$ cat config.mk
export PLATFORM = sky130hd
export DESIGN_NAME = nibble_seq_adder
export DESIGN_NICKNAME = d
export VERILOG_FILES = /design/src/rtl/nibble_seq_adder_pkg.sv /design/src/rtl/nibble_seq_adder_nibble_add.sv /design/src/rtl/nibble_seq_adder.sv
export SDC_FILE = /design/constraint.sdc
export NUM_CORES = 1
export LEC_CHECK = 0
export BUFFER_PORTS_ARGS = -buffer_cell sky130_fd_sc_hd__clkbuf_2
export CAP_MARGIN = 40
export CORE_MARGIN = 2
export CORE_UTILIZATION = 58
export DETAILED_ROUTE_END_ITERATION = 6
export GPL_ROUTABILITY_DRIVEN = 0
export PLACE_DENSITY = 0.82
export SLEW_MARGIN = 20
export SYNTH_ARGS = -nofsm -noshare
export SYNTH_HDL_FRONTEND = slang
export SYNTH_HIERARCHICAL = 1
export SYNTH_SLANG_ARGS = --single-unit
$ cat constraint.sdc
create_clock -name clk -period 5.15 [get_ports clk]
set_input_delay 1.03 -clock clk [delete_from_list [all_inputs] [get_ports clk]]
set_output_delay 1.03 -clock clk [all_outputs]
set_load 0.01 [all_outputs]
$ cat src/rtl/nibble_seq_adder_pkg.sv
// Shared types and constants for the nibble-serial adder.
package nibble_seq_adder_pkg;
  localparam int NIBBLE_W    = 4;
  localparam int NIBBLES_DEF = 4;

  typedef enum logic [1:0] {
    IDLE,
    RUN,
    DONE
  } state_t;
endpackage

$ cat src/rtl/nibble_seq_adder_nibble_add.sv
// Combinational 4-bit adder slice; also exposes the carry into the top bit for overflow.
module nibble_add
  import nibble_seq_adder_pkg::*;
(
  input  logic [NIBBLE_W-1:0] a,
  input  logic [NIBBLE_W-1:0] b,
  input  logic                ci,
  output logic [NIBBLE_W-1:0] s,
  output logic                co,
  output logic                c_top
);
  logic [NIBBLE_W-2:0] low;
  logic                top;

  // Split at the top bit so its carry-in is visible.
  assign {c_top, low} = {1'b0, a[NIBBLE_W-2:0]} + {1'b0, b[NIBBLE_W-2:0]}
                      + {{(NIBBLE_W-1){1'b0}}, ci};
  assign {co, top}    = {1'b0, a[NIBBLE_W-1]} + {1'b0, b[NIBBLE_W-1]} + {1'b0, c_top};
  assign s            = {top, low};
endmodule

$ cat src/rtl/nibble_seq_adder.sv
// Nibble-serial add/subtract: one 4-bit slice reused for NIBBLES cycles per operation.
module nibble_seq_adder
  import nibble_seq_adder_pkg::*;
#(
  parameter int NIBBLES = NIBBLES_DEF
) (
  input  logic                         clk,
  input  logic                         rst,
  input  logic                         start,
  input  logic                         sub,
  input  logic                         cin,
  input  logic [NIBBLE_W*NIBBLES-1:0]  a,
  input  logic [NIBBLE_W*NIBBLES-1:0]  b,
  output logic                         busy,
  output logic                         done,
  output logic [NIBBLE_W*NIBBLES-1:0]  sum,
  output logic                         cout,
  output logic                         ovf
);
  localparam int W     = NIBBLE_W * NIBBLES;
  localparam int IDX_W = $clog2(NIBBLES);
  localparam logic [IDX_W-1:0] LAST = IDX_W'(NIBBLES - 1);

  state_t              state, state_nxt;
  logic [W-1:0]        a_q, b_q;
  logic                carry;
  logic [IDX_W-1:0]    idx;
  logic                accept;
  logic [NIBBLE_W-1:0] a_nib, b_nib, s_nib;
  logic                co_nib, ctop_nib;

  assign a_nib = a_q[idx*NIBBLE_W +: NIBBLE_W];
  assign b_nib = b_q[idx*NIBBLE_W +: NIBBLE_W];

  nibble_add u_add (
    .a     (a_nib),
    .b     (b_nib),
    .ci    (carry),
    .s     (s_nib),
    .co    (co_nib),
    .c_top (ctop_nib)
  );

  always_comb begin
    state_nxt = state;
    accept    = 1'b0;
    case (state)
      IDLE: if (start) begin
        state_nxt = RUN;
        accept    = 1'b1;
      end
      RUN:  if (idx == LAST) state_nxt = DONE;
      DONE: if (start) begin
        state_nxt = RUN;
        accept    = 1'b1;
      end else begin
        state_nxt = IDLE;
      end
      default: state_nxt = IDLE;
    endcase
  end

  always_ff @(posedge clk) begin
    if (rst) begin
      state <= IDLE;
      a_q   <= '0;
      b_q   <= '0;
      sum   <= '0;
      carry <= 1'b0;
      ovf   <= 1'b0;
      idx   <= '0;
    end else begin
      state <= state_nxt;
      if (accept) begin
        // Subtraction is a + ~b + 1, so only b and the initial carry differ.
        a_q   <= a;
        b_q   <= sub ? ~b : b;
        carry <= sub | cin;
        idx   <= '0;
      end else if (state == RUN) begin
        sum[idx*NIBBLE_W +: NIBBLE_W] <= s_nib;
        carry <= co_nib;
        if (idx == LAST) ovf <= ctop_nib ^ co_nib;
        else             idx <= idx + 1'b1;
      end
    end
  end

  assign busy = (state != IDLE);
  assign done = (state == DONE);
  assign cout = carry;
endmodule
# Word-level counts from Yosys, hierarchy flattened
# Cells that the tools add are included.
[totals]
register_bits = 54
inputBits = 37
out_inout_bits = 20
word_cells = 46
[op_classes]
add_sub_neg = 6
eq_ne = 5
shifts = 4
muxes = 10
bitwise_logic = 5
n_reduce_logical = 9
[op_table]
columns = ["cell", "count"]
rows = [
  ["negation 4 -> 34 bit", 1],
  ["variable shift 4 x 34 -> 16 bit, first input constant", 1],
  ["indexed part select 4 x 34 -> 16 bit", 1],
  ["indexed part select 16 x 5 -> 4 bit", 2],
  ["bitwise mux 16 bit", 1],
  ["two-way mux 16 bit", 1],
  ["NOT 16 bit", 1],
  ["case mux 2 bit (3 select lines)", 1],
  ["AND reduction 2 bit", 3],
  ["two-way mux 1 bit", 5],
  ["adder 3 x 3 -> 4 bit", 1],
  ["adder 4 x 1 -> 4 bit", 1],
  ["equality test 2 bit, second input constant", 2],
  ["two-way mux 2 bit", 2],
  ["nonzero test 2 bit", 2],
  ["OR reduction 2 bit", 2],
  ["AND reduction 3 bit", 1],
  ["adder 1 x 1 -> 2 bit", 1],
  ["adder 2 x 1 -> 2 bit", 1],
  ["adder 2 x 1 -> 2 bit, second input constant", 1],
  ["equality test 2 x 1 -> 1 bit, second input constant", 1],
  ["zero test 2 bit", 1],
  ["inequality test 2 x 1 -> 1 bit, second input constant", 1],
  ["inequality test 2 bit, second input constant", 1],
  ["other kinds (3)", 4],
]

# Longest topological paths before layout
# Gate-level depths: netlist of the first run.
[depth]
word_depth = 6
depth_mapped = 11
mapped_depth_nobuf = 9

# By module
# Netlist of the first run, hierarchy kept.
[modules_own_cells]
columns = ["mod", "n_inst", "cells_each", "area_per_inst_um2", "seq_area_each_um2"]
rows = [
  ["nibble_seq_adder", 1, 268, 2449.8, 1081.0],
  ["nibble_add", 1, 21, 156.4, 0.0],
]

# Worst setup path after synthesis of the first run
# OpenSTA, ideal clock, no wires.
[synth_timing]
path_kind = "register to register"
startpoint = "register idx[0]"
endpoint = "register sum[15]"
setup_ns = 0.070
arrival_ns = 3.054
t_required_ns = 5.080
slack_ns = 2.025
stages_incl_launch_ff = 12
n_path_buf = 2
period_less_slack_ns = 3.125
cell_sequence = "dfxtp_1 -> clkbuf_2 -> buf_2 -> mux4_2 -> ha_1 -> a21oi_1 -> o21a_1 -> fa_1 -> inv_1 -> nand2_1 -> or4_1 -> a21oi_1"
[synth_between]
elab_chain_len = 6
word_cells_on_any_way = 10
cone_classes = "add/sub (5); shift (4); mux (1)"
[synth_rtl]
columns = ["item", "line_no", "rtl"]
rows = [
  ["start: declaration", "nibble_seq_adder.sv:27", "logic [IDX_W-1:0] idx;"],
  ["start signal: assignment", "nibble_seq_adder.sv:84", "else idx <= idx + 1'b1;"],
  ["indexed part select 16 x 5 -> 4 bit", "nibble_seq_adder.sv:32", "assign a_nib = a_q[idx*NIBBLE_W +: NIBBLE_W];"],
  ["via a_nib[2]", "nibble_seq_adder.sv:29", "logic [NIBBLE_W-1:0] a_nib, b_nib, s_nib;"],
  ["adder 3 x 3 -> 4 bit", "nibble_seq_adder_nibble_add.sv:16", "assign {c_top, low} = {1'b0, a[NIBBLE_W-2:0]} + {1'b0, b[NIBBLE_W-2:0]}"],
  ["adder 4 x 1 -> 4 bit", "nibble_seq_adder_nibble_add.sv:17", "+ {{(NIBBLE_W-1){1'b0}}, ci};"],
  ["adder 2 x 1 -> 2 bit", "nibble_seq_adder_nibble_add.sv:18", "assign {co, top} = {1'b0, a[NIBBLE_W-1]} + {1'b0, b[NIBBLE_W-1]} + {1'b0, c_top};"],
  ["via s_nib[3]", "nibble_seq_adder.sv:29", ""],
  ["indexed part select 4 x 34 -> 16 bit", "nibble_seq_adder.sv:81", "sum[idx*NIBBLE_W +: NIBBLE_W] <= s_nib;"],
  ["bitwise mux 16 bit", "nibble_seq_adder.sv:81", ""],
  ["end signal: indexed assignment", "nibble_seq_adder.sv:81", ""],
  ["end: declaration", "nibble_seq_adder.sv:16", "output logic [NIBBLE_W*NIBBLES-1:0] sum,"],
]
# The timed path passes the listed nets, and every way through them passes these cells.
# A chain may end at the register's enable or synchronous reset.

# Final worst setup path of the first run
# Same ends and word-level chain as after synthesis.

==> results of run 1 <==
Yosys cell counts, types with 2 or more instances:
master / count / area share
sky130_fd_sc_hd__a21oi_1: 34 / 0.065
sky130_fd_sc_hd__nand2b_1: 5 / 0.012
sky130_fd_sc_hd__xnor2_1: 19 / 0.064
sky130_fd_sc_hd__fa_1: 3 / 0.023
sky130_fd_sc_hd__nand2_1: 48 / 0.069
sky130_fd_sc_hd__buf_4: 2 / 0.0058
sky130_fd_sc_hd__nor2b_1: 3 / 0.0072
sky130_fd_sc_hd__nor3_1: 2 / 0.0038
sky130_fd_sc_hd__and3b_1: 3 / 0.010
sky130_fd_sc_hd__clkbuf_1: 11 / 0.016
sky130_fd_sc_hd__nand3_1: 7 / 0.013
sky130_fd_sc_hd__o21ai_0: 2 / 0.0038
sky130_fd_sc_hd__inv_1: 13 / 0.019
sky130_fd_sc_hd__nor2_1: 20 / 0.029
sky130_fd_sc_hd__buf_2: 8 / 0.015
sky130_fd_sc_hd__mux4_2: 8 / 0.069
sky130_fd_sc_hd__a211oi_1: 16 / 0.046
sky130_fd_sc_hd__nand3b_1: 3 / 0.0086
sky130_fd_sc_hd__dfxtp_1: 54 / 0.41
sky130_fd_sc_hd__ha_1: 8 / 0.038
sky130_fd_sc_hd__nand4_1: 7 / 0.017
logic make-up (layout without fill, tap and decap cells):
logic type / Yosys count / in the layout / share of synthesized area
multiplexers: 9 / 9 / 0.0730
AO/OA/AOI/OAI: 55 / 55 / 0.124
AND/OR/NAND/NOR: 106 / 106 / 0.205
adder cells (fa/ha/maj): 11 / 11 / 0.0615
XOR/XNOR: 19 / 19 / 0.0639
buffers and inverters: 35 / 79 / 0.0576
flip-flops: 54 / 54 / 0.415
per-layer routing:
layer,up-vias,GRT usage,share of wire
met4,0,0.0566,0.010
met3,7,0.0413,0.041
li1,1070,-,-
met5,-,0,0
met1,917,0.271,0.45
met2,46,0.352,0.50
where the power goes:
part           switching [W]  total, W  internal [W]
logic              0.0000777  0.000143     0.0000653
registers          0.0000185  0.000459      0.000441
clock network       0.000129  0.000237      0.000109
state kept, by name (all words and copies together) (netlist names):
name,cells
sum,16
idx,2
cout,1
b_q,16
ovf,1
a_q,16
state,2
area by class of cell:
cell class,count,area (um2)
multi-input combinational,200,1380
inverter,13,48.8
clock inverter,1,5.00
sequential,54,1080
clock buffer,7,86.3
timing repair buffer,58,328
tap,52,65.1
fill,356,1360
worst max-delay path by stage:
stage	start	end	slack, ns	cells past startpoint
after floorplan	idx[0]	sum[15]	2.03	11
after global placement	idx[0]	sum[7]	1.81	9
after detailed placement	idx[0]	sum[7]	1.70	9
after CTS	idx[0]	sum[15]	1.67	9
after global routing	idx[0]	sum[7]	1.42	9
final	idx[0]	sum[15]	1.66	9
metrics by stage:
step,area (um2),instances,util,total power [W]
floorplan,2610,289,-,0.000569
global placement,2860,375,0.656,0.000603
detailed placement,2910,377,0.667,0.000613
CTS,3000,385,0.688,0.000847
global route,3000,385,0.688,0.000882
finish,3000,385,0.688,0.000840
tightest hold or removal path: cells and delay by family (launching register included):
kind             cells  cell delay (ns)
AO/OA/AOI/OAI        1             0.05
flip-flops           1             0.32
AND/OR/NAND/NOR      1             0.05
==> results, run 1 <==
- The floorplan has 24 rows.
- The ratio of routed vias to standard cells is 5.30.
- The share of the clock period used by the worst path is 0.679.
- The static leakage power is 1.21 nW.
- The pin count of the biggest net entering global routing is 44.
- The cell type group with the largest total delay on the critical path is flip-flops.
- STA classifies the critical path startpoint as a flop.
- The count of flip-flops with a built-in enable after synthesis is 0.
- After the last flow step, the layout net total stands at 380.
- The leading register cell type out of synthesis is sky130_fd_sc_hd__dfxtp_1.
- The synthesis-to-layout area growth is 15.0%.
- The setup TNS is 0 ns.
- The residual antenna-violating net count after detailed routing is 0.
- The worst pin sits at a relative slew slack of 0.480.
- The cell count of the worst reg-to-reg path is 9.
- The signal on the critical path passes through mux4_2, ha_1, a21oi_1, o21a_1, fa_1, inv_1, nand2_1, or4_1, a21oi_1.
- The initial cell density of the core is 0.599.
- The die area is 0.00505 mm2.
- The count of final hold-check violations is 0.
- The half-perimeter wire length after placement is 3730 um.
- The final routed wire length divided by cell count is 12.8 um.
- The average cell area after synthesis is 9.02 um2.
- The count of different cell masters after synthesis is 34.
- STA classifies the critical path endpoint as a flop.
- The endpoint of the worst register-to-register path is sum[15].
- The number of failing setup endpoints in the final timing report is 0.
- Across the VDD grid, the largest voltage drop is 163 uV.
- The fraction of the yosys area taken by sequential cells is 0.415.
- The largest individual stage delay along the critical path comes from the cell sky130_fd_sc_hd__dfxtp_1.
- In this run the vertical extent of the chip is 71.0 um.
- In this design, the stage delay of the slowest critical-path cell is 0.84 ns.
- The number of antenna violations at the first check in global routing is 0.
- The number of gates resized after CTS was 0.
- The deepest clock path buffer count is 2.
- The worst path meets setup with 1.66 ns of slack.
- The library cell used most frequently in the layout, excluding fill and tap cells, is sky130_fd_sc_hd__clkbuf_2.
- Setup repair after global routing left no endpoint under its margin.
- The share of cells above drive strength 1 is 0.237.
- Synthesis produced a netlist whose cell count is 289.
- The root buffer selected by CTS is sky130_fd_sc_hd__clkbuf_8.
- The min-delay analysis places its worst path in the category flop to flop.
- The net count after synthesis is 337.
- The total DRC errors in the routed layout is 0.
- The setup clock skew after layout is 0.00408 ns.
- In this run the standard cell core region covers 0.00435 mm2.
- Buffers inserted to repair hold after CTS numbered 0.
- The die is 71.0 um wide.
- The total detailed-routing wirelength is 4910 um.
- In this run, CTS created clock tree buffers numbering 5.
- In this run the tool buffered the top-level ports with 56 buffer cells.
- The global-route congestion overflow total is 0.
- The critical path is of the flop to flop type.
- The detailed router's first-iteration violation count is 106.
- The synthesized design contains 54 register bits.
- Summing over every cut layer, the via total after detailed routing is 2,040.
- The first detailed-routing pass ran for 4 iterations.
- The clock net in this run drives a total of 54 sinks.
- The setup check on the worst reg-to-reg path leaves a slack of 1.66 ns.
- Timing would allow up to 0.286 GHz.
- Yosys printed 6 warnings.
- STA puts the critical path data required time at 5.38 ns.
- The number of max-slew violations in the final report came to 0.
- In this run the most critical hold path is launched from sum[5].
- The run finished with clean final reports.
- The CTS tree is built.
- The via count of the first global-routing pass is 1,886.
- In the synthesized netlist the async set-or-reset flop fraction comes to 0.
- The setup fix buffers added after clock tree synthesis is 0.
- The number of antenna diodes in the final layout is 0.
- The number of placed I/O pins is 57.
- In the layout the commonest cells are 56 x sky130_fd_sc_hd__clkbuf_2, 54 x sky130_fd_sc_hd__dfxtp_1, 48 x sky130_fd_sc_hd__nand2_1, 34 x sky130_fd_sc_hd__a21oi_1, 20 x sky130_fd_sc_hd__nor2_1.
- The number of buffers and inverters on the critical path is 1.
- The worst hold path was traced through 2 stages.
- At the placement stage, the worst setup path has a slack of 1.70 ns.
- The smallest clock period supported by the final layout is computed as 3.49 ns.
- Final hold analysis gives a worst-case slack of 0.456 ns.
- The clock-pin slew on the worst setup and hold paths is 0.09 ns.
- Max-cap violations in this run came to 0.
- For hold timing, the worst endpoint is sum[5].
- The startpoint of the most critical register-to-register path is idx[0].
- The power density over the cells is 280 mW/mm2.
- The H-tree was split into 2 levels.
- The maximum fanout encountered on the critical timing path is 18.
- Summing every instance area after synthesis gives 0.00261 mm2.
- The cell type with the highest occurrence count on the critical path is sky130_fd_sc_hd__a21oi_1.
- The combined global-route utilization of all metal layers is 0.207.
- The data arrival time at the worst-slack endpoint is 3.72 ns.
- The wire length of the first global-routing pass is 8440 um.
- The slew at the pin with the worst max-slew slack is 0.780 ns.
- Clock latency on the worst-skew pair, taken at its later pin, is 0.30 ns.
No activity file was read; power rests on OpenSTA's default activity.
==> inputs of run 2 (changes only) <==
- CORE_UTILIZATION: 58 -> 49
- PLACE_DENSITY: 0.82 -> 0.74
- clock period: 5.15 -> 3 ns (I/O delays scaled with it)
==> run 2 against run 1 <==
  * Sequential share of layout area shrank 0.22 points
  * Sequential cell count is the same
  * Die area increased by 17%
  * Combinational power is 78% higher
  * Critical path type unchanged
  * Critical endpoint unchanged
==> results, run 2 (same netlist as run 1, synthesis figures left out) <==
- The chip width was 76.9 um (+8.3%).
- The pin count of the biggest net entering global routing came to 34 (-23%).
- The maximum fanout encountered on the critical timing path is 4 (-14).
- The ratio of routed vias to standard cells is 5.17 (-2.5%).
- The final cell utilization of the core is 0.593 (-0.0951).
- CTS placed an instance of sky130_fd_sc_hd__clkbuf_8 at the clock tree root.
- The placeable core region is 0.00511 mm2 (+17%).
- The layer with the highest usage after global routing is met2.
- The total DRC errors in the routed layout is 0 (unchanged).
- The setup fix buffers added after clock tree synthesis came to 0 (unchanged).
- The number of antenna violations at the first check in global routing is 0 (unchanged).
- The static leakage power is 1.22 nW (+0.89%).
- The length of the first detailed-routing pass in iterations is 4 (unchanged).
- The combinational share of power is 0.179 (+0.009).
- The cell count of the worst reg-to-reg path is 9 (unchanged).
- The final routed wire length divided by cell count is 12.9 um (+1.3%).
- The number of buffers inserted by hold repair at cts is 0 (unchanged).
- Setup repair after global routing left no endpoint under its margin.
- The die area came to 0.00592 mm2 (+17%).
- The met3 track demand over resource in global routing is 0.0329 (-0.00837).
- The data arrival time at the worst-slack endpoint came to 3.13 ns (-0.59 ns).
- The number of buffers inserted by port buffering was 56 (unchanged).
- The number of maximum-capacitance violations came to 0 (unchanged).
- The hold-critical path depth was 2 (unchanged).
- The total number of clock tree sinks is 54 (unchanged).
- The slew at the pin with the worst max-slew slack was 0.672 ns (-0.108 ns).
- The total chip power is 0.00142 W (+69%).
- The number of placement rows was 26 (+8.3%).
- The proportion of total power due to net switching is 0.272 (+0.00412).
- The count of instances resized after the clock tree is built is 0 (unchanged).
- The initial cell density of the core came to 0.510 (-0.0883).
- The deepest clock path buffer count is 2 (unchanged).
- The global-route congestion overflow total is 0 (unchanged).
- The kind of start point of the critical path is a flop.
- The number of placed I/O pins is 57 (unchanged).
- The power spent charging and discharging nets was 0.000385 W (+71%).
- The share of cells above drive strength 1 is 0.252 (+0.0150).
- The number of failing setup endpoints in the final timing report is 0 (unchanged).
- The final-layout fill cell count is 475 (+33%).
- The combined global-route utilization of all metal layers is 0.187 (-0.0200).
- The total detailed-routing wirelength was 5260 um (+7.1%).
- The smallest hold slack is 0.456 ns (+0.000393 ns).
- The setup clock skew after layout is 0.00513 ns (+0.00105 ns).
- The required time of the critical path is 3.24 ns (-2.14 ns).
- The TritonCTS buffer count is 5 (unchanged).
- The setup TNS is 0 ns (unchanged).
- The synthesis-to-layout area growth is 16.2%.
- The via count of the first global-routing pass came to 2,017 (+6.9%).
- The half-perimeter wire length after placement is 4080 um (+9.4%).
- The max-slew headroom at the worst pin is 0.552 (+0.0726).
- The detailed router's first-iteration violation count is 68 (-36%).
- The power share of the sequential group was 0.553 (+0.006).
- Leaving out fill and tap cells, the most frequent cells in the layout are 56 x sky130_fd_sc_hd__clkbuf_2, 52 x sky130_fd_sc_hd__dfxtp_1, 48 x sky130_fd_sc_hd__nand2_1, 34 x sky130_fd_sc_hd__a21oi_1, 20 x sky130_fd_sc_hd__nor2_1.
- The tightest min-delay check is of the flop to flop type.
- The flow ran to the end, and the final reports show no timing, DRC or antenna violations.
- The met1 demand-to-capacity share in global routing is 0.220 (-0.0511).
- STA classifies the critical path endpoint as a flop.
- The register cell area after layout is 0.00109 mm2 (+0.46%).
- The final critical path time including I/O delays and setup is 2.89 ns (-0.606 ns).
- In the final layout, the registers with the most flip-flops are a_q (16), b_q (16), sum (16).
- The part of the total power dissipated in the clock network is 0.267 (-0.016).
- The upper clock frequency limit is 0.346 GHz (+21%).
- The residual antenna-violating net count after detailed routing came to 0 (unchanged).
- The multi-input gate area in the final layout is 0.00139 mm2 (+0.18%).
- The number of max-slew violations in the final report is 0 (unchanged).
- The count of final hold-check violations is 0 (unchanged).
- The final antenna diode count came to 0 (unchanged).
- The clock insertion delay at the later pin of the skew report is 0.30 ns (about the same).
- The worst setup path is of the flop to flop kind.
- The power density over the cells was 468 mW/mm2 (+67%).
- The met2 capacity usage during global routing was 0.332 (-0.0196).
- The height of the die is 76.9 um (+8.3%).
- The share of the clock period used by the worst path came to 0.963 (+0.284).
- The internal power is 0.00103 W (+68%).
- The most common cell after layout, fill and taps aside is sky130_fd_sc_hd__clkbuf_2.
- TritonCTS built the clock tree.
- The largest voltage drop on the vdd net came to 241 uV (+48%).
- The count of H-tree levels built during CTS is 2 (unchanged).
- The wire length of the first global-routing pass is 8980 um (+6.4%).
- The final-stage net count came to 385 (+1.3%).
- The via count is 2,103 (+3.1%).
- The clock-pin slew on the worst setup and hold paths was 0.09 ns (about the same).
## run 2: per-layer routing
| metal | vias to the layer above | share of wire |
|---|---|---|
| li1 | 1089 | - |
| met3 | 15 | 0.040 |
| met4 | 0 | 0.023 |
| met1 | 940 | 0.45 |
| met5 | - | 0 |
| met2 | 59 | 0.48 |
## run 2: layout make-up
cell class	count	area share
Multi-Input combinational cell	200	0.457
Sequential cell	54	0.359
Timing Repair Buffer	63	0.114
Tap cell	70	0.0289
Clock buffer	7	0.0252
Inverter	13	0.0161
## run 2: worst paths after layout
check / from / endpoint / slack [ns]
min: sum[10] / sum[10] / 0.46
min reg2reg: sum[10] / sum[10] / 0.46
max reg2reg: idx[0] / sum[15] / 0.11
max: idx[0] / sum[15] / 0.11
## run 2: critical path: stages, from the launching register on
cell and delay (ns):
sky130_fd_sc_hd__dfxtp_4 0.39, sky130_fd_sc_hd__mux4_2 0.51, sky130_fd_sc_hd__ha_1 0.35, sky130_fd_sc_hd__a21oi_1 0.19, sky130_fd_sc_hd__o21a_1 0.16, sky130_fd_sc_hd__fa_1 0.42
sky130_fd_sc_hd__inv_1 0.11, sky130_fd_sc_hd__nand2_1 0.07, sky130_fd_sc_hd__or4_1 0.47, sky130_fd_sc_hd__a21oi_1 0.15
## run 2: power by group through the flow
stage	clock (W)	combinational, W	sequential [W]
3_3_place_gp	0	0.000245	0.000800
6_report	0.000378	0.000254	0.000784
5_1_grt	0.000413	0.000284	0.000789
4_1_cts	0.000385	0.000254	0.000785
3_5_place_dp	0	0.000254	0.000802
2_1_floorplan	0	0.000190	0.000790
## run 2: stage by stage
| stage | area, um2 | instances | worst slack, ns |
|---|---|---|---|
| 2_1_floorplan | 2620 | 289 | 0.00843 |
| 3_3_place_gp | 2930 | 399 | 0.154 |
| 3_5_place_dp | 2950 | 400 | 0.0386 |
| 4_1_cts | 3020 | 407 | 0.00215 |
| 5_1_grt | 3030 | 407 | 0.00181 |
| 6_report | 3030 | 407 | 0.111 |
==> inputs of run 3 (changes only) <==
- CORE_MARGIN: 2 -> default
==> run 3 against run 2 <==
  * Design area rose by 0.50%
  * Hold slack got worse by 0.0023 ns
  * Register-to-register slack improved by 0.05 ns
  * Count of clock-buffer cells in the layout did not move
  * Power rose by 2.5%
==> results, run 3 (same netlist as run 1, synthesis figures left out) <==
- The flow ran to the end, and the final reports show no timing, DRC or antenna violations.
- The data arrival time at the worst-slack endpoint is 3.09 ns (-0.04 ns).
- Setup repair after global routing left no endpoint under its margin.
- The share of the clock period used by the worst path came to 0.945 (-0.0182).
- The endpoint kind of the worst setup timing path is a flop.
- The wire length of the first global-routing pass was 8400 um (-6.4%).
- The number of buffers inserted by port buffering is 56 (unchanged).
- The final routed wire length divided by cell count is 12.6 um (-2.4%).
- The cell count of the worst reg-to-reg path was 9 (unchanged).
- The setup TNS is 0 ns (unchanged).
- The final critical path time including I/O delays and setup came to 2.83 ns (-0.0546 ns).
- The number of antenna violations at the first check in global routing came to 0 (unchanged).
- The static leakage power is 1.23 nW (+0.50%).
- The count of H-tree levels built during CTS came to 2 (unchanged).
- The largest voltage drop on the vdd net is 289 uV (+20%).
- The residual antenna-violating net count after detailed routing is 0 (unchanged).
- The total number of clock tree sinks came to 54 (unchanged).
- The share of cells above drive strength 1 came to 0.255 (+0.00297).
- The clock-pin slew on the worst setup and hold paths is 0.09 ns (about the same).
- The ratio of routed vias to standard cells was 5.06 (-2.0%).
- The library cell used most frequently in the layout, excluding fill and tap cells, is sky130_fd_sc_hd__clkbuf_2.
- The length of the first detailed-routing pass in iterations is 4 (unchanged).
- The final-stage net count is 384 (-0.26%).
- The final cell utilization of the core is 0.596 (+0.00294).
- The final design area excluding fillers is 0.00304 mm2 (+0.50%).
- The via count of the first global-routing pass is 1,872 (-7.2%).
- The clock insertion delay at the later pin of the skew report is 0.32 ns (+0.02 ns).
- The root buffer selected by CTS is sky130_fd_sc_hd__clkbuf_8.
- The delay of the slowest cell on the worst path is 0.51 ns (about the same).
- The final antenna diode count is 0 (unchanged).
- The number of failing setup endpoints in the final timing report is 0 (unchanged).
- The startpoint of the most critical register-to-register path is idx[0].
- The chip width is 74.9 um (-2.6%).
- The setup clock skew after layout is 0.00618 ns (+0.00105 ns).
- The number of max-slew violations in the final report is 0 (unchanged).
- The post-route non-filler standard cell count is 407 (unchanged).
- The total chip power is 0.00145 W (+2.5%).
- The maximum fanout encountered on the critical timing path is 4 (unchanged).
- The CTS tree is built.
- The TritonCTS buffer count is 5 (unchanged).
- The deepest clock path buffer count is 2 (unchanged).
- In this run the worst setup path terminates at sum[15].
- The number of placed I/O pins is 57 (unchanged).
- The synthesis-to-layout area growth is 16.8%.
- The height of the die was 74.9 um (-2.6%).
- The power density over the cells is 477 mW/mm2 (+2.0%).
- The total DRC errors in the routed layout is 0 (unchanged).
- The endpoint of the worst register-to-register path is sum[15].
- The number of placement rows is 26 (unchanged).
- The required time of the critical path is 3.25 ns (about the same).
- STA classifies the critical path startpoint as a flop.
- The placeable core region is 0.00511 mm2 (unchanged).
- The combined global-route utilization of all metal layers came to 0.203 (+0.0160).
- The slew at the pin with the worst max-slew slack is 0.639 ns (-0.0330 ns).
- The slack of the worst reg-to-reg path is 0.17 ns (+0.05 ns).
- The half-perimeter wire length after placement is 3910 um (-4.2%).
- The number of instances in the placed design is 399 (-0.25%).
- The min-delay analysis places its worst path in the category flop to flop.
- The via count is 2,060 (-2.0%).
- The largest registers in the layout are a_q (16), b_q (16), sum (16).
- The max-slew headroom at the worst pin was 0.574 (+0.0220).
- The instance area after placement was 0.00294 mm2 (-0.25%).
- The upper clock frequency limit came to 0.353 GHz (+1.9%).
- The signal on the critical path passes through mux4_2, ha_1, a21oi_2, o21a_1, fa_1, inv_1, nand2_1, or4_1, a21oi_1.
- Leaving out fill and tap cells, the most frequent cells in the layout are 56 x sky130_fd_sc_hd__clkbuf_2, 52 x sky130_fd_sc_hd__dfxtp_1, 48 x sky130_fd_sc_hd__nand2_1, 33 x sky130_fd_sc_hd__a21oi_1, 20 x sky130_fd_sc_hd__nor2_1.
- The worst setup path startpoint is idx[0].
- The total detailed-routing wirelength was 5140 um (-2.4%).
- The critical path is of the flop to flop type.
- The count of final hold-check violations is 0 (unchanged).
- The pin count of the biggest net entering global routing is 34 (unchanged).
- The initial cell density of the core is 0.510 (unchanged).
- The detailed router's first-iteration violation count is 65 (-4.4%).
- The global-route congestion overflow total was 0 (unchanged).
- Among all stages on the critical path, the largest delay is contributed by sky130_fd_sc_hd__mux4_2.
- The die area was 0.00561 mm2 (-5.1%).
- The number of maximum-capacitance violations was 0 (unchanged).
[run 3: power by group]
part           total, W  switching (W)  internal, W
combinational  0.000255       0.000142     0.000113
clock          0.000416       0.000229     0.000187
sequential     0.000781      0.0000257     0.000756
total           0.00145       0.000397      0.00106
[run 3: through the flow]
step / setup WS (ns) / hold WS (ns)
CTS: 0.0106 / 0.459
floorplan: 0.00843 / 0.433
global placement: 0.111 / 0.440
global route: 0.0241 / 0.470
detailed placement: 0.0383 / 0.446
finish: 0.166 / 0.454
[run 3: cell type report]
type                       count  area [um2]
timing repair buffer          62         342
fill                         474        2060
clock inverter                 1        5.00
inverter                      13        48.8
clock buffer                   7        86.3
sequential                    54        1090
multi-input combinational    200        1390
tap                           70        87.6
[run 3: worst max-delay path: cells and delay by family (launching register included)]
family / cells / cell delay, ns
buf+inv: 1 / 0.10
simple gates: 2 / 0.54
fa+ha+maj: 2 / 0.77
compound gates: 3 / 0.47
flops: 1 / 0.39
mux: 1 / 0.51
[run 3: routing by layer]
layer,up-vias,part of all wire,wire length (um),track usage
met1,928,0.46,2350,0.231
li1,1081,-,-,-
met3,7,0.031,160,0.0335
met4,0,0.020,101,0.107
met5,-,0,0,0
met2,44,0.49,2530,0.365
[run 3: worst min-delay path by stage]
stage	slack [ns]	to	from	depth (start not counted)
final	0.45	sum[10]	sum[10]	2
after global routing	0.47	sum[12]	sum[12]	2
after CTS	0.46	sum[10]	sum[10]	2
after detailed placement	0.45	sum[10]	sum[10]	2
after global placement	0.44	sum[11]	sum[11]	2
after floorplan	0.43	a_q[10]	a_q[10]	2
[run 3: timing repair]
action	in CTS	in global routing
setup endpoints to repair	0	2
hold buffers	0	0
gates resized for setup	0	6
setup buffers	0	0
